## src/rtl/mips_alu_pkg.sv

```systemverilog
`default_nettype none
// ============================================================================
//  Module      : mips_alu_pkg
//  Description : Shared definitions for the multi-cycle MIPS ALU:
//                operation codes, controller state encoding and a helper
//                that identifies the iterative operations.
//  Revision    : 1.0 - initial release
// ============================================================================
package mips_alu_pkg;

    // ALU control codes, compatible with the single-cycle ALU encoding
    localparam int unsigned ALU_AND   = 0;
    localparam int unsigned ALU_OR    = 1;
    localparam int unsigned ALU_ADD   = 2;
    localparam int unsigned ALU_SUB   = 6;
    localparam int unsigned ALU_SLT   = 7;
    localparam int unsigned ALU_SLTU  = 8;
    localparam int unsigned ALU_NOR   = 12;
    localparam int unsigned ALU_MULTU = 13;
    localparam int unsigned ALU_DIVU  = 14;

    typedef enum logic [1:0] {
        IDLE = 2'd0,
        BUSY = 2'd1,
        DONE = 2'd2
    } alu_state_t;

    // True for op codes that use the shared iterative datapath
    function automatic logic is_multicycle(input int unsigned ctl);
        return (ctl == ALU_MULTU) || (ctl == ALU_DIVU);
    endfunction

endpackage
`default_nettype wire

```

## src/rtl/mips_muldiv_iter.sv

```systemverilog
`default_nettype none
// ============================================================================
//  Module      : mips_muldiv_iter
//  Description : Iterative unsigned multiplier (shift-add) and restoring
//                divider sharing one accumulator/shift register pair.
//                One iteration per cycle, exactly WIDTH iterations.
//  Revision    : 1.0 - initial release
//
//  Ports
//    clk, rst_n    clock, asynchronous active-low reset
//    start         load operands and begin an operation
//    mode_div      sampled with start: 1 = divide, 0 = multiply
//    a, b          operands (multiplicand/multiplier or dividend/divisor)
//    done          high during the final iteration cycle
//    hi_nxt        value the high register takes at the end of this cycle
//                  (product high word / remainder once done)
//    lo_nxt        same for the low register (product low word / quotient)
// ============================================================================
module mips_muldiv_iter #(
    parameter int WIDTH = 32
) (
    input  logic             clk,
    input  logic             rst_n,
    input  logic             start,
    input  logic             mode_div,
    input  logic [WIDTH-1:0] a,
    input  logic [WIDTH-1:0] b,
    output logic             done,
    output logic [WIDTH-1:0] hi_nxt,
    output logic [WIDTH-1:0] lo_nxt
);

    localparam int CNT_W = (WIDTH > 2) ? $clog2(WIDTH) : 1;
    localparam logic [CNT_W-1:0] CNT_LAST = CNT_W'(WIDTH - 1);

    logic             busy_q, busy_d;
    logic             div_q, div_d;
    logic [CNT_W-1:0] cnt_q, cnt_d;
    logic [WIDTH-1:0] acc_q, acc_d;   // product high word / partial remainder
    logic [WIDTH-1:0] lo_q, lo_d;     // multiplier bits / dividend-quotient
    logic [WIDTH-1:0] opb_q, opb_d;   // multiplicand / divisor

    logic [WIDTH:0]   mul_sum;
    logic [WIDTH:0]   div_shift;
    logic [WIDTH:0]   div_diff;
    logic             div_fits;
    logic [WIDTH-1:0] step_hi;
    logic [WIDTH-1:0] step_lo;

    always_comb begin
        // Shift-add: add the multiplicand when the current multiplier bit is
        // set, then shift the {acc, lo} pair right by one, carry included.
        mul_sum = {1'b0, acc_q} + (lo_q[0] ? {1'b0, opb_q} : '0);

        // Restoring step: bring the next dividend bit into the remainder and
        // keep the subtraction only if it does not go negative.
        div_shift = {acc_q, lo_q[WIDTH-1]};
        div_diff  = div_shift - {1'b0, opb_q};
        div_fits  = ~div_diff[WIDTH];

        if (div_q) begin
            step_hi = div_fits ? div_diff[WIDTH-1:0] : div_shift[WIDTH-1:0];
            step_lo = {lo_q[WIDTH-2:0], div_fits};
        end else begin
            step_hi = mul_sum[WIDTH:1];
            step_lo = {mul_sum[0], lo_q[WIDTH-1:1]};
        end
    end

    assign done   = busy_q && (cnt_q == CNT_LAST);
    assign hi_nxt = step_hi;
    assign lo_nxt = step_lo;

    always_comb begin
        busy_d = busy_q;
        div_d  = div_q;
        cnt_d  = cnt_q;
        acc_d  = acc_q;
        lo_d   = lo_q;
        opb_d  = opb_q;
        if (start) begin
            busy_d = 1'b1;
            div_d  = mode_div;
            cnt_d  = '0;
            acc_d  = '0;
            lo_d   = a;
            opb_d  = b;
        end else if (busy_q) begin
            acc_d = step_hi;
            lo_d  = step_lo;
            cnt_d = cnt_q + CNT_W'(1);
            if (cnt_q == CNT_LAST) begin
                busy_d = 1'b0;
            end
        end
    end

    always_ff @(posedge clk or negedge rst_n) begin
        if (!rst_n) begin
            busy_q <= 1'b0;
            div_q  <= 1'b0;
            cnt_q  <= '0;
            acc_q  <= '0;
            lo_q   <= '0;
            opb_q  <= '0;
        end else begin
            busy_q <= busy_d;
            div_q  <= div_d;
            cnt_q  <= cnt_d;
            acc_q  <= acc_d;
            lo_q   <= lo_d;
            opb_q  <= opb_d;
        end
    end

endmodule
`default_nettype wire

```

## src/rtl/mips_alu_mc.sv

```systemverilog
`default_nettype none
// ============================================================================
//  Module      : mips_alu_mc
//  Description : Multi-cycle MIPS ALU with valid/ready handshakes. Logic,
//                add/sub, set-less-than ops complete in one cycle; MULTU and
//                DIVU run WIDTH iterations in mips_muldiv_iter.
//  Revision    : 1.0 - initial release
//
//  Ports
//    clk, rst_n           clock, asynchronous active-low reset
//    in_valid/in_ready    operation handshake (in_ready only in IDLE)
//    alu_ctl, a, b        operation code and operands
//    out_valid/out_ready  result handshake
//    result               primary result (LO for mul, quotient for div)
//    hi                   mul high word / div remainder, else 0
//    zero, ovf, div0, bad_op  status flags, valid with out_valid
// ============================================================================
module mips_alu_mc #(
    parameter int WIDTH = 32,
    parameter int CTL_W = 4
) (
    input  logic             clk,
    input  logic             rst_n,
    input  logic             in_valid,
    output logic             in_ready,
    input  logic [CTL_W-1:0] alu_ctl,
    input  logic [WIDTH-1:0] a,
    input  logic [WIDTH-1:0] b,
    output logic             out_valid,
    input  logic             out_ready,
    output logic [WIDTH-1:0] result,
    output logic [WIDTH-1:0] hi,
    output logic             zero,
    output logic             ovf,
    output logic             div0,
    output logic             bad_op
);

    import mips_alu_pkg::*;

    alu_state_t       state_q, state_d;
    logic [WIDTH-1:0] result_q, result_d;
    logic [WIDTH-1:0] hi_q, hi_d;
    logic             zero_q, zero_d;
    logic             ovf_q, ovf_d;
    logic             div0_q, div0_d;
    logic             bad_op_q, bad_op_d;

    logic [31:0]      ctl_ext;
    logic [WIDTH-1:0] sum;
    logic [WIDTH-1:0] diff;
    logic [WIDTH-1:0] sc_result;
    logic [WIDTH-1:0] sc_hi;
    logic             sc_ovf;
    logic             sc_div0;
    logic             sc_bad;
    logic             launch;

    logic             iter_done;
    logic [WIDTH-1:0] iter_hi;
    logic [WIDTH-1:0] iter_lo;

    assign ctl_ext = 32'(alu_ctl);
    assign sum     = a + b;
    assign diff    = a - b;

    // ------------------------------------------------------------------
    // Single-cycle datapath, evaluated on the operands presented at accept
    // ------------------------------------------------------------------
    always_comb begin
        sc_result = '0;
        sc_hi     = '0;
        sc_ovf    = 1'b0;
        sc_div0   = 1'b0;
        sc_bad    = 1'b0;
        case (ctl_ext)
            ALU_AND:  sc_result = a & b;
            ALU_OR:   sc_result = a | b;
            ALU_ADD: begin
                sc_result = sum;
                // same-sign operands producing an opposite-sign sum
                sc_ovf    = (a[WIDTH-1] == b[WIDTH-1]) && (sum[WIDTH-1] != a[WIDTH-1]);
            end
            ALU_SUB: begin
                sc_result = diff;
                // opposite-sign operands where the sign flips away from a
                sc_ovf    = (a[WIDTH-1] != b[WIDTH-1]) && (diff[WIDTH-1] != a[WIDTH-1]);
            end
            ALU_SLT:  sc_result = {{(WIDTH-1){1'b0}}, ($signed(a) < $signed(b))};
            ALU_SLTU: sc_result = {{(WIDTH-1){1'b0}}, (a < b)};
            ALU_NOR:  sc_result = ~(a | b);
            ALU_MULTU: begin
                // produced by the iterative datapath
            end
            ALU_DIVU: begin
                // divide-by-zero short-cuts the iteration with a fixed answer
                if (b == '0) begin
                    sc_result = '1;
                    sc_hi     = a;
                    sc_div0   = 1'b1;
                end
            end
            default:  sc_bad = 1'b1;
        endcase
    end

    assign launch = in_valid && (state_q == IDLE) && is_multicycle(ctl_ext) && !sc_div0;

    mips_muldiv_iter #(
        .WIDTH (WIDTH)
    ) u_iter (
        .clk      (clk),
        .rst_n    (rst_n),
        .start    (launch),
        .mode_div (ctl_ext == ALU_DIVU),
        .a        (a),
        .b        (b),
        .done     (iter_done),
        .hi_nxt   (iter_hi),
        .lo_nxt   (iter_lo)
    );

    // ------------------------------------------------------------------
    // Controller and output registers
    // ------------------------------------------------------------------
    always_comb begin
        state_d  = state_q;
        result_d = result_q;
        hi_d     = hi_q;
        zero_d   = zero_q;
        ovf_d    = ovf_q;
        div0_d   = div0_q;
        bad_op_d = bad_op_q;
        case (state_q)
            IDLE: begin
                if (in_valid) begin
                    if (launch) begin
                        state_d = BUSY;
                    end else begin
                        state_d  = DONE;
                        result_d = sc_result;
                        hi_d     = sc_hi;
                        zero_d   = (sc_result == '0);
                        ovf_d    = sc_ovf;
                        div0_d   = sc_div0;
                        bad_op_d = sc_bad;
                    end
                end
            end
            BUSY: begin
                // capture the final iteration's outputs on the same edge the
                // iterator writes them, so DONE follows WIDTH busy cycles
                if (iter_done) begin
                    state_d  = DONE;
                    result_d = iter_lo;
                    hi_d     = iter_hi;
                    zero_d   = (iter_lo == '0);
                    ovf_d    = 1'b0;
                    div0_d   = 1'b0;
                    bad_op_d = 1'b0;
                end
            end
            DONE: begin
                if (out_ready) begin
                    state_d  = IDLE;
                    zero_d   = 1'b0;
                    ovf_d    = 1'b0;
                    div0_d   = 1'b0;
                    bad_op_d = 1'b0;
                end
            end
            default: state_d = IDLE;
        endcase
    end

    always_ff @(posedge clk or negedge rst_n) begin
        if (!rst_n) begin
            state_q  <= IDLE;
            result_q <= '0;
            hi_q     <= '0;
            zero_q   <= 1'b0;
            ovf_q    <= 1'b0;
            div0_q   <= 1'b0;
            bad_op_q <= 1'b0;
        end else begin
            state_q  <= state_d;
            result_q <= result_d;
            hi_q     <= hi_d;
            zero_q   <= zero_d;
            ovf_q    <= ovf_d;
            div0_q   <= div0_d;
            bad_op_q <= bad_op_d;
        end
    end

    assign in_ready  = (state_q == IDLE);
    assign out_valid = (state_q == DONE);
    assign result    = result_q;
    assign hi        = hi_q;
    assign zero      = zero_q;
    assign ovf       = ovf_q;
    assign div0      = div0_q;
    assign bad_op    = bad_op_q;

endmodule
`default_nettype wire

```

## config.mk

```make
export PLATFORM = sky130hd
export DESIGN_NAME = mips_alu_mc
export DESIGN_NICKNAME = d
export VERILOG_FILES = /design/src/rtl/mips_alu_pkg.sv /design/src/rtl/mips_muldiv_iter.sv /design/src/rtl/mips_alu_mc.sv
export SDC_FILE = /design/constraint.sdc
export NUM_CORES = 1
export LEC_CHECK = 0
export CORE_MARGIN = 2
export CORE_UTILIZATION = 40
export CTS_CLUSTER_SIZE = 24
export DETAILED_ROUTE_END_ITERATION = 10
export PLACE_DENSITY_LB_ADDON = 0.05
export RECOVER_POWER = 25
export SLEW_MARGIN = 20
export SYNTH_ARGS = -nofsm -noshare
export SYNTH_HDL_FRONTEND = slang
export SYNTH_HIERARCHICAL = 1
export SYNTH_SLANG_ARGS = --single-unit
```

## constraint.sdc

```tcl
create_clock -name clk -period 3.6 [get_ports clk]
set_input_delay 0.72 -clock clk [delete_from_list [all_inputs] [get_ports clk]]
set_output_delay 0.72 -clock clk [all_outputs]
set_load 0.005 [all_outputs]
```

---- After elaboration in Yosys (flattened, before gate mapping) ----
Cells that the tools add are included.
W data, S select, Z words.
storage, ports and cells
  output and inout bits ................... 70
  input bits .............................. 72
  register bits after elaboration ......... 173
  logic and storage cells ................. 112
operators by class
  bitwise operators ....................... 4
  add/subtract/negate cells ............... 5
  muxes and demuxes ....................... 49
  magnitude comparators ................... 2
  eq/ne operators ......................... 19
  reductions and logical operators ........ 20
operators with widths
  cell                   number
  $mux W32               17
  $pmux W32 S8           1
  $logic_not A32 Y1      4
  $pmux W32 S2           2
  $lt A32 B32 Y1         2
  $add A32 B33 Y33       1
  $sub A33 B32 Y33       1
  $add A32 B32 Y32       1
  $and A32 B32 Y32       1
  $not A32 Y32           1
  $or A32 B32 Y32        1
  $sub A32 B32 Y32       1
  $mux W1                17
  $eq A4 B4 Y1 const B   4
  $pmux W1 S3            4
  $mux W5                2
  $reduce_or A9 Y1       1
  $eq A4 B3 Y1 const B   2
  $mux W2                4
  $logic_and A1 B1 Y1    6
  $ne A2 B2 Y1 const B   3
  $pmux W2 S3            1
  $add A5 B1 Y5 const B  1
  $eq A5 B5 Y1 const B   1
  17 further kinds       20

---- Logic depth before layout (Yosys ltp) ----
Gate-level depths: netlist (run 1).
  word-level depth ........................ 8
  depth in mapped cells ................... 20
  depth with buffers taken out ............ 19

---- Modules after synthesis ----
The synthesis (run 1) kept the hierarchy.
by module, submodules not included
  module            area each (um^2)  instances  cells an instance  seq. area each (um^2)
  mips_alu_mc       9660.5            1          1330               1751.7
  mips_muldiv_iter  9212.6            1          1143               2577.5

---- Least setup slack after synthesis (run 1) ----
No wires, ideal clock.
  kind .................................... input -> register
  start ................................... in a[0]
  end ..................................... reg zero_q, in the netlist zero
  data arrival time ....................... 3.327 ns
  stages .................................. 15
  data required time ...................... 3.508 ns
  path buffers ............................ 0
  slack ................................... 0.181 ns
  setup time .............................. 0.092 ns
  path through ............................ inv_1 -> ha_1 -> fa_1 -> nor2_1 -> o311ai_2 -> a21o_1 -> o31ai_1 -> a21boi_1 -> a221o_1 -> a21oi_1 -> inv_1 -> nor4_1 -> and4_1 -> nand2_1 -> o31ai_2
between the ends
  longest elaborated chain between the ends .. 7
  elaborated cells between the ends (all ways) .. 12
  those cells by class .................... add/sub (2); order compare (2); mux (4); bitwise (3); reduce/logical (1)
RTL lines
  item                                                                      RTL line            RTL
  start: declaration                                                        mips_alu_mc.sv:27   input logic [WIDTH-1:0] a,
  parallel branches: the longest is 2 deep, another holds $sub A32 B32 Y32  --
  $pmux W32 S8 *                                                            mips_alu_mc.sv:76   case (ctl_ext)
  $logic_not A32 Y1 *                                                       mips_alu_mc.sv:143  zero_d = (sc_result == '0);
  $mux W1 *                                                                 mips_alu_mc.sv:137  if (launch) begin
  $mux W1 *                                                                 mips_alu_mc.sv:136  if (in_valid) begin
  $pmux W1 S3 *                                                             mips_alu_mc.sv:134  case (state_q)
  end signal: assignment                                                    mips_alu_mc.sv:189  zero_q <= zero_d;
  end: declaration                                                          mips_alu_mc.sv:44   logic zero_q, zero_d;
Every way passes the cells marked *. The select of a mux whose other input is x is not followed.
A chain may end at the register's enable or synchronous reset.

---- Final worst setup path (run 1) ----
  start ................................... in alu_ctl[2]
  end ..................................... reg zero_q, in the netlist zero
between the ends
  longest elaborated chain between the ends .. 6
  elaborated cells between the ends (all ways) .. 21
  those cells by class .................... eq/ne (9); mux (5); reduce/logical (7)
RTL lines
  item                                              RTL line                                RTL
  start: declaration                                mips_alu_mc.sv:26                       input logic [CTL_W-1:0] alu_ctl,
  $logic_not A32 Y1, or another cell as far along   mips_alu_mc.sv:76
  $pmux W32 S8, or another cell as far along        mips_alu_mc.sv:76
  $logic_not A32 Y1, or another cell as far along   mips_alu_mc.sv:143
  $mux W1 or $logic_and A1 B1 Y1 (tied branches)    mips_alu_mc.sv:137, mips_alu_mc.sv:107
  $mux W1 or $ne A2 B2 Y1 (tied branches)           --
  $pmux W1 S3 or $reduce_and A5 Y1 (tied branches)  --
Several ways; a longest one is shown, not always the timed one. The select of a mux whose other input is x is not followed.

==> flow_summary.yaml, run 1 <==
global_route:
  grt_pass1_wl_mm: 136
  grt_util_all_layers_pct: 36.2
  antenna_found_initial: 2
  grt-ovfl-total: 0
  grt_max_degree: 84
  grt_pass1_vias: 22600
pwr:
  power_mw: 25.5
  swShare_pct: 47.7
  power_frac_comb_pct: 79.0
  power.density_nw_per_um2: 865
  power_frac_clock_pct: 7.4
  internal_power_mw: 13.3
  switching_power_mw: 12.2
  p_leak_nw: 13.7
  pwr-share-seq_pct: 13.6
  vdd_drop_max_uv: 885
sta:
  relSlewSlack_pct: -53.9
  finalSetupViolCount: 9
  whs_ps: 478
  worst-slew-pin-transition_ps: 2310
  min_period_ps: 3770
  finalHoldViolCount: 0
  setup_slack_ps: -170
  clock.fmax_ghz: 0.265
  fin_skew_ps: 14.9
  rsz0062_at_grt: "yes"
  drv_slew: 84
  fin_crit_sh_pct: 105
  setup_tns_ps: -624
die:
  die_y_um: 221
  fp.dieArea_um2: 48900
  initial_core_util_pct: 40.5
  placementRows: 79
  core_area_um2: 46600
  num_io_pins: 142
  chipWidth_um: 221
placed_design:
  port_buffers: 141
  place_congestion: 1.01
  dp_hpwl_mm: 72.7
  pre_cts_ws_ps: -1290
  dp_cells: 3825
  post_dp_cell_area_um2: 26400
routing:
  first_pass_iters: 6
  wl_per_cell_um: 23.4
  vias: 22900
  drtIter0Drc: 1650
  drc: 0
  ant_nets: 0
  drt_wl_total_mm: 92.0
  vias_per_cell: 5.82
cells_and_area:
  design_area_um2: 29500
  area_delta_synth_final_pct: 56.1
  stdcell_count: 3935
  antenna_cells: 0
  drive_gt1_share_pct: 37.5
  post-route-util_pct: 63.3
  num-fill-cells: 4146
  final_nets: 3570
outcome:
  status: "finished with violations"
  failed_checks: "capacitance limit, slew limit, setup timing"
cts:
  clock_latency_ps: 490
  cts-htree-levels: 4
  clockBufferDepth: 2
  cts.sinks: 173
  root_buffer: "clkbuf_16"
  clk_pin_slew_ps: 70
  postCtsHoldBufs: 0
  cts_tree: "done"
  cts_made_buffers: 17
critical_path:
  path_cells: "clkdlybuf4s50_1 -> buf_12 -> or4b_1 -> buf_4 -> buf_4 -> nor2_1 -> a221o_1 -> a2111oi_0 -> o41ai_2 -> mux2_4 -> a22oi_2 -> and4_1 -> nand2_2 -> o31ai_2"
  crit_buf_inv: 4
  r2r_cells: 20
  critical_path.max_stage_delay_ps: 640
  crit_top_cell: "buf_4"
  critPathKind: "in -> reg"
  crit_fanout: 9
  end_kind: "flop"
  worstPathRequired_ps: 3990
  r2r_end: "zero"
  startpoint_type: "input pin"
  r2r_start: "u_iter/opb_q[0]"
  critPathArrivalTime_ps: 4160
  crit_family: "compound AO/OA/AOI/OAI gates"
  rrSetupSlack_ps: -100
  slowest_stage: "a2111oi_0"
synthesis:
  syn_nets: 2727
  netlist-cell-type-count: 103
  synth_top_flop_cell: "dfrtp_1"
  synth.area.top_cells: "dfrtp_1 23%, ha_1 12%, nand2_1 6.4%"
  postSynthRegisterBits: 173
  synthesis.area_um2: 18900
  seq_area_frac_synth_pct: 22.9
  synth_edf_count: 0
  ys.warnings.count: 6
  synth_common_cells: "324 x nand2_1, 213 x o21ai_0, 192 x nor2_1"
  synthArstFlopShare_pct: 100
  synth.most_common_cell: "nand2_1"
  yosysTopAreaCellShare_pct: 22.9
  syn_avg_cell_area_um2: 7.63
  synth_top_cell_by_area: "dfrtp_1"
  synthCells: 2473
job:
  drv_cap: 1
min_path:
  min_path_cells: 2
  hold_path_class: "reg -> reg"
  min_to: "result[21]"
  min_from: "result[21]"
-- worst max path at each step --
stage | startpoint | to | slack (ps) | cells past startpoint
2_1_floorplan | a[0] | zero | 180 | 15
3_3_place_gp | a[0] | zero | -1390 | 18
3_5_place_dp | a[0] | zero | -1290 | 18
4_1_cts | u_iter/opb_q[0] | hi[17] | -90 | 17
5_1_grt | u_iter/opb_q[0] | zero | -320 | 20
6_report | alu_ctl[2] | zero | -170 | 14
-- worst min-delay path, delay by kind of cell, from the launching register on --
family	cells	cell delay [ps]
compound gates	1	60
flops	1	340
simple gates	1	40
-- cell families after synthesis --
| group | synth area share, % |
|---|---|
| flops | 22.9 |
| xor+xnor | 2.97 |
| fa+ha+maj | 12.2 |
| mux | 5.01 |
| compound gates | 29.5 |
| simple gates | 20.5 |
| buf+inv | 6.90 |
-- final cells by class --
class	instances	area (um2)	area share, %
well taps	607	759	2.58
clock inverters	10	104	0.352
clock buffers	21	460	1.56
multi-input cells	1983	15000	50.9
repair buffers	979	8190	27.8
inverters	162	613	2.08
flip-flops and latches	173	4330	14.7
-- power groups by stage --
stage,Combinational (mW),Clock (mW),Sequential (mW)
floorplan,9.83,0,3.28
global placement,17.3,0,3.42
detailed placement,17.5,0,3.45
CTS,18.3,1.92,3.44
global route,21.6,2.00,3.55
finish,20.1,1.89,3.47
-- registers in the layout (all words and copies together) (netlist names) --
register	count
bad_op	1
div0	1
hi	32
ovf	1
result	32
state_q	2
u_iter/acc_q	32
u_iter/busy_q	1
u_iter/cnt_q	5
u_iter/div_q	1
u_iter/lo_q	32
u_iter/opb_q	32
zero	1
-- placed cells by master, fill, tap and decap left out, drive strengths merged, types with 13 or more instances in the layout --
master and count:
a2111oi 14, a211oi 32, a21o 38, a21oi 188, a221o 16, a221oi 26, a311oi 19, a31oi 16
and2 43, and3 21, buf 839, clkbuf 32, clkdlybuf4s50 104, dfrtp 173, dlygate4sd2 13, ha 178
inv 168, mux2 36, mux2i 54, nand2 324, nand2b 21, nand3 47, nand4 28, nor2 196
nor2b 18, nor3 44, nor4 35, o211ai 26, o21a 17, o21ai 239, o21bai 23, o22ai 15
o31a 35, o31ai 22, o32ai 16, or3 14, xnor2 45, xor2 19
-- repair_timing --
action,4_1_cts,5_1_grt
setup endpoints to repair,88,54
gates cloned,0,3
endpoints found under the hold margin,0,0
gates resized for setup,255,255
buffers inserted,40,42
pin swaps,96,91
-- metal layers --
layer / wire length [um] / share of wire [%] / track usage (%)
met5: 0 / 0 / 0
met2: 43400 / 47 / 60.0
met4: 4520 / 4.9 / 16.8
met3: 5330 / 5.8 / 4.77
met1: 38700 / 42 / 46.7
Note: power is estimated with default switching activity, not from simulation.
==> run 2: changes to the inputs <==
Settings changed: CELL_PAD_IN_SITES_DETAIL_PLACEMENT set to 1, CELL_PAD_IN_SITES_GLOBAL_PLACEMENT set to 1, SYNTH_HIERARCHICAL 1 to not set.
==> run 2 against run 1 <==
Against the previous run:
- the flow still finishes with violations (capacitance limit, slew limit, setup timing)
- fmax is 4.5% lower
- cell area is 8.2% lower
- total power fell by 6.1%
- setup slack got worse by 180 ps
- combinational power decreased by 9%
- critical path depth rose by 3
- synthesized area shrank 5.9%
- via count is 2.8% lower
- critical path type is now reg -> reg
- largest power group unchanged
==> flow_summary.yaml, run 2 <==
critical_path:
  critPathArrivalTime_ps: 4340
  worstPathRequired_ps: 3990
  crit_fanout: 13
  startpoint_type: "flop"
  critPathKind: "reg -> reg"
  end_kind: "flop"
routing:
  drc: 0
  vias: 22300
  wl_per_cell_um: 26.2
  first_pass_iters: 7
  drt_wl_total_mm: 95.5
  ant_nets: 0
  vias_per_cell: 6.12
  drtIter0Drc: 1745
cells_and_area:
  area_delta_synth_final_pct: 52.3
  mostFrequentLayoutCells: "648 x buf_4, 237 x nand2_1, 213 x nor2_1"
  drive_gt1_share_pct: 34.7
  final_nets: 3287
  layout_commonest_cell: "buf_4"
sta:
  fin_skew_ps: 10.1
  min_period_ps: 3950
  setup_slack_ps: -350
  relSlewSlack_pct: -31.7
  finalHoldViolCount: 0
  fin_crit_sh_pct: 110
  rsz0062_at_grt: "yes"
  finalSetupViolCount: 62
  setup_tns_ps: -8660
  drv_slew: 70
  worst-slew-pin-transition_ps: 1980
  whs_ps: 482
  clock.fmax_ghz: 0.253
pwr:
  power_frac_comb_pct: 76.3
  internal_power_mw: 12.1
  power.density_nw_per_um2: 885
  power_mw: 23.9
  swShare_pct: 49.3
  power_frac_clock_pct: 7.9
  vdd_drop_max_uv: 852
  pwr-share-seq_pct: 15.8
  p_leak_nw: 12.3
  switching_power_mw: 11.8
global_route:
  grt_max_degree: 70
  grt_pass1_wl_mm: 142
  grt_util_all_layers_pct: 39.8
  grt_pass1_vias: 23400
  grt-ovfl-total: 0
  antenna_found_initial: 6
cts:
  clockBufferDepth: 2
  clk_pin_slew_ps: 70
  clock_latency_ps: 470
  cts_made_buffers: 17
  root_buffer: "clkbuf_16"
  postCtsHoldBufs: 0
  cts_tree: "done"
  cts-htree-levels: 4
  cts.sinks: 173
outcome:
  status: "finished with violations"
  failed_checks: "capacitance limit, slew limit, setup timing"
die:
  chipWidth_um: 215
  fp.dieArea_um2: 46100
  placementRows: 77
  initial_core_util_pct: 40.3
  core_area_um2: 44000
  die_y_um: 215
  num_io_pins: 142
synthesis:
  postSynthRegisterBits: 173
  netlist-cell-type-count: 91
  synthesis.area_um2: 17800
  synthCells: 2329
  synth_top_flop_cell: "dfrtp_1"
  synth_top_cell_by_area: "dfrtp_1"
  synthArstFlopShare_pct: 100
  syn_nets: 2583
  ys.warnings.count: 0
  synth_edf_count: 0
  syn_avg_cell_area_um2: 7.63
  synth.area.top_cells: "dfrtp_1 24%, ha_1 13%, o21ai_0 5.5%"
  yosysTopAreaCellShare_pct: 24.4
  synth.most_common_cell: "nand2_1"
  seq_area_frac_synth_pct: 24.4
  synth_common_cells: "244 x nand2_1, 222 x nor2_1, 195 x o21ai_0"
placed_design:
  dp_hpwl_mm: 71.6
  place_congestion: 0.978
  port_buffers: 141
  pre_cts_ws_ps: -1380
min_path:
  hold_path_class: "reg -> reg"
job:
  drv_cap: 1
## run 2: changes by cell type in the layout (fill, tap and decap cells not counted), moves of 22 or more
cell,before,now
mux2_2,34,12
o31a_1,35,9
nor2_1,178,213
buf_4,768,648
o211ai_1,23,60
nand2_1,311,237
## run 2: cell families (layout without fill, tap and decap cells)
family,after synthesis,after routing,share of synthesized area [%]
XOR/XNOR,67,67,3.30
AO/OA/AOI/OAI,761,761,27.9
multiplexers,77,77,4.43
other,0,3,0
flip-flops,173,173,24.4
AND/OR/NAND/NOR,778,778,20.6
buffers and inverters,291,1008,6.35
adder cells (fa/ha/maj),182,182,13.0
## run 2: final cells by class
type / count / area (um2)
fillers: 5299 / 17000
multi-input cells: 1865 / 14100
repair buffers: 827 / 6780
flip-flops and latches: 173 / 4340
well taps: 592 / 741
inverters: 149 / 567
clock buffers: 18 / 429
clock inverters: 14 / 134
diodes: 3 / 7.51
## run 2: final timing paths
kind	start	endpoint	slack [ps]	depth (start not counted)
min	result[27]	result[27]	480	2
max in group asynchronous	rst_n	u_iter.acc_q[16]	620	2
max	u_iter.lo_q[31]	hi[14]	-350	17
min in group asynchronous	rst_n	u_iter.acc_q[3]	790	1
max reg2reg	u_iter.lo_q[31]	hi[14]	-350	17
min reg2reg	result[27]	result[27]	480	2
## run 2: power groups by stage
| stage | logic, mW | registers (mW) | clock network (mW) |
|---|---|---|---|
| CTS | 16.7 | 3.70 | 1.89 |
| global placement | 14.5 | 3.66 | 0 |
| finish | 18.3 | 3.78 | 1.88 |
| detailed placement | 15.2 | 3.69 | 0 |
| floorplan | 8.72 | 3.38 | 0 |
| global route | 19.4 | 3.84 | 1.95 |
## run 2: what timing repair did
| item | 4_1_cts | 5_1_grt |
|---|---|---|
| resized for setup | 327 | 161 |
| endpoints found under the setup margin | 105 | 85 |
| setup buffers | 39 | 25 |
| pin swaps | 106 | 72 |
## run 2: metal layers
layer | part of all wire [%] | GRT usage (%) | vias up
met5 | 0.026 | 0 | -
met4 | 4.4 | 17.0 | 4
met1 | 42 | 52.1 | 11300
li1 | - | - | 9870
met2 | 48 | 66.4 | 872
met3 | 5.7 | 4.60 | 230
## run 2: per-stage QoR
stage | instances | utilization (%) | instance area [um2]
3_5_place_dp | 3543 | 55.1 | 24300
3_3_place_gp | 3543 | 55.1 | 24300
2_1_floorplan | 2329 | - | 17800
5_1_grt | 3641 | 61.4 | 27000
6_report | 3641 | 61.4 | 27000
4_1_cts | 3613 | 59.8 | 26300
## run 2: critical path, cell delays in order (launching register included)
cell and delay, ps:
dfrtp_1 420, inv_2 130, ha_4 160, inv_2 40, fa_2 410, a211oi_2 240, o21bai_2 160, o2111ai_2 280
nand3b_1 240, a2111oi_2 340, a311oi_1 130, nand2_2 160, buf_12 180, buf_12 160, nand2_1 80, o211ai_1 170
o211ai_1 300, a21oi_1 240
==> RTL edit (config.mk and constraints of run 1) <==
The 3 states of `alu_state_t` get a one-hot encoding in 3 bits.
--- a/src/rtl/mips_alu_pkg.sv
+++ b/src/rtl/mips_alu_pkg.sv
@@ -20,8 +20,8 @@
     localparam int unsigned ALU_DIVU  = 14;
 
-    typedef enum logic [1:0] {
-        IDLE = 2'd0,
-        BUSY = 2'd1,
-        DONE = 2'd2
+    typedef enum logic [2:0] {
+        IDLE = 3'b001,
+        BUSY = 3'b010,
+        DONE = 3'b100
     } alu_state_t;
 
Function: no difference found for any inputs over 4 cycles, from zero or initial values and one cycle with rst_n low; so few cycles prove little.
==> RTL edit against run 1 <==
  * The flow still finishes with violations (capacitance limit, slew limit, setup timing)
  * First-iteration DRC count rose by 13%
  * Power fell by 4.1%
  * Fmax rose by 1.5%
  * Routed wire length fell by 6.6%
  * Cell area fell by 5.3%
  * Via count fell by 4.1%
  * Sequential cell count rose by 1
  * Final cell count fell by 3.7%
  * Synthesized cell count fell by 1.1%
  * Area after synthesis fell by 1.3%
  * Setup slack improved by 0.056 ns
  * Non-clock buffer count fell by 129
  * Highest routed layer unchanged
  * Die area fell by 1.3%
==> RTL edit: results (changes against run 1) <==
outcome = finished, violations left
failing checks = capacitance limit, slew limit, setup timing
reg-to-reg startpoint = u_iter/opb_q[0]
length in cells of the worst reg-to-reg path = 17 (-15%)
dpl cell area = 25330 um^2 (-4.0%)
area occupied by multi-input gates = 14580 um^2 (-2.8%)
Ant. Diodes = 0 (unchanged)
number of synthesized flops with an enable pin = 0 (unchanged)
# setup viols final = 3 (-6)
hold path start = result[19]
Worst Hold Depth = 2 (unchanged)
routed vias = 21964 (-4.1%)
synth top area cells = dfrtp_1, ha_1, nand2_1
nets@finish = 3418 (-4.3%)
TritonCTS buffer count = 17 (unchanged)
Iter 0 DRT Violations = 1870 (+13%)
# fillers = 4256 (+2.7%)
mux cell area share after synthesis = 4.905% (-0.11 points)
Crit path largest cell delay = 0.69 ns (+0.05 ns)
Fin Clk Skew = 0.01013 ns (-0.004750 ns)
VDD IR max = 0.6279 mV (-29%)
share of cells above drive strength 1 = 34.14% (-3.4 points)
post-synth net total = 2697 (-1.1%)
Worst Hold Endpoint = result[19]
Hold Path Class = reg2reg
Setup crit end = zero
initial antenna violation count = 1 (-1)
Critical Path AT = 4.11 ns (-0.05 ns)
CP max FO = 6 (-3)
pin count of the biggest net entering global routing = 85 (+1.2%)
Synth Area in XOR/XNOR = 3.104% (+0.13 points)
Synth Area in Compound Gates = 27.99% (-1.5 points)
yosys warns = 6 (unchanged)
final worst slack = -0.1145 ns (+0.05587 ns)
worst-margin pin slew = 2.284 ns (-0.02427 ns)
Synth Area in Adders = 12.12% (-0.10 points)
post-DR wirelength/cell = 22.66 um (-3.0%)
H-tree depth = 4 (unchanged)
slowest CP cell = clkdlybuf4s50_1
clk buf depth = 2 (unchanged)
routability cong. = 0.9943 (-1.2%)
hold_ws = 0.4823 ns (+0.004148 ns)
DPL Wire Length = 68.46 mm (-5.8%)
GRT Total Usage = 35.17% (-1.0 points)
Slew Limit Fails = 85 (+1.2%)
max capacitance violation total = 1 (unchanged)
global-route wire length before repair = 128.0 mm (-5.6%)
Crit. Startpoint = b[28]
Leak = 12.88 nW (-6.1%)
list of most frequent post-synthesis cells = nand2_1, nor2_1, o21ai_0
sequential cell area fraction in the yosys report = 23.39% (+0.45 points)
post-synthesis async set-or-reset flop share = 100.0% (unchanged)
Cell variety after synth = 103 (unchanged)
-- RTL edit: changes by cell type in the layout (fill, tap and decap cells not counted), moves of 25 or more --
cell	change
buf_4	-102
a31oi_1	+35
o21ai_1	-25
nand2_1	-33
nand3_1	+26
o31a_1	-31
-- RTL edit: critical path, delay by kind of cell --
family,cells,cell delay [ns]
and+or+nand+nor,11,2.02
buffers and inverters,4,1.17
AOI/OAI and AO/OA,1,0.19
-- RTL edit: power by group --
group | total [W] | switching, W | internal, W
clock network | 0.00199 | 0.000899 | 0.00110
logic | 0.0187 | 0.00999 | 0.00871
registers | 0.00376 | 0.000780 | 0.00298
-- RTL edit: area by class of cell --
type / instances / area share, %
Inverter: 168 / 2.322
Tap cell: 607 / 2.721
Clock inverter: 13 / 0.5828
Timing Repair Buffer: 850 / 24.95
Clock buffer: 19 / 1.551
Multi-Input combinational cell: 1957 / 52.25
Sequential cell: 174 / 15.62
-- RTL edit: routing by layer --
layer | share of wire, % | GRT usage [%] | up-vias
li1 | - | - | 10317
met1 | 44 | 48.10 | 10721
met2 | 47 | 58.56 | 800
met3 | 5.7 | 3.299 | 126
met4 | 3.2 | 10.76 | 0
met5 | 0 | 0 | -
-- RTL edit: stage by stage --
stage	total power, W	TNS, ns	cells	worst slack (ns)
after floorplan	0.01327	-0.07461	2447	-0.07461
after global placement	0.02061	-87.65	3697	-1.563
after detailed placement	0.02079	-81.49	3697	-1.501
after CTS	0.02337	-0.2028	3767	-0.09177
after global routing	0.02613	-6.586	3788	-0.2629
final	0.02445	-0.1965	3788	-0.1145
-- RTL edit: repair_timing --
item                       in CTS  in global routing
hold buffers                    0                  0
resized for setup             251                175
buffers inserted               40                 22
setup endpoints to repair      83                 42
pin swaps                      95                 88
cloned                          0                  1
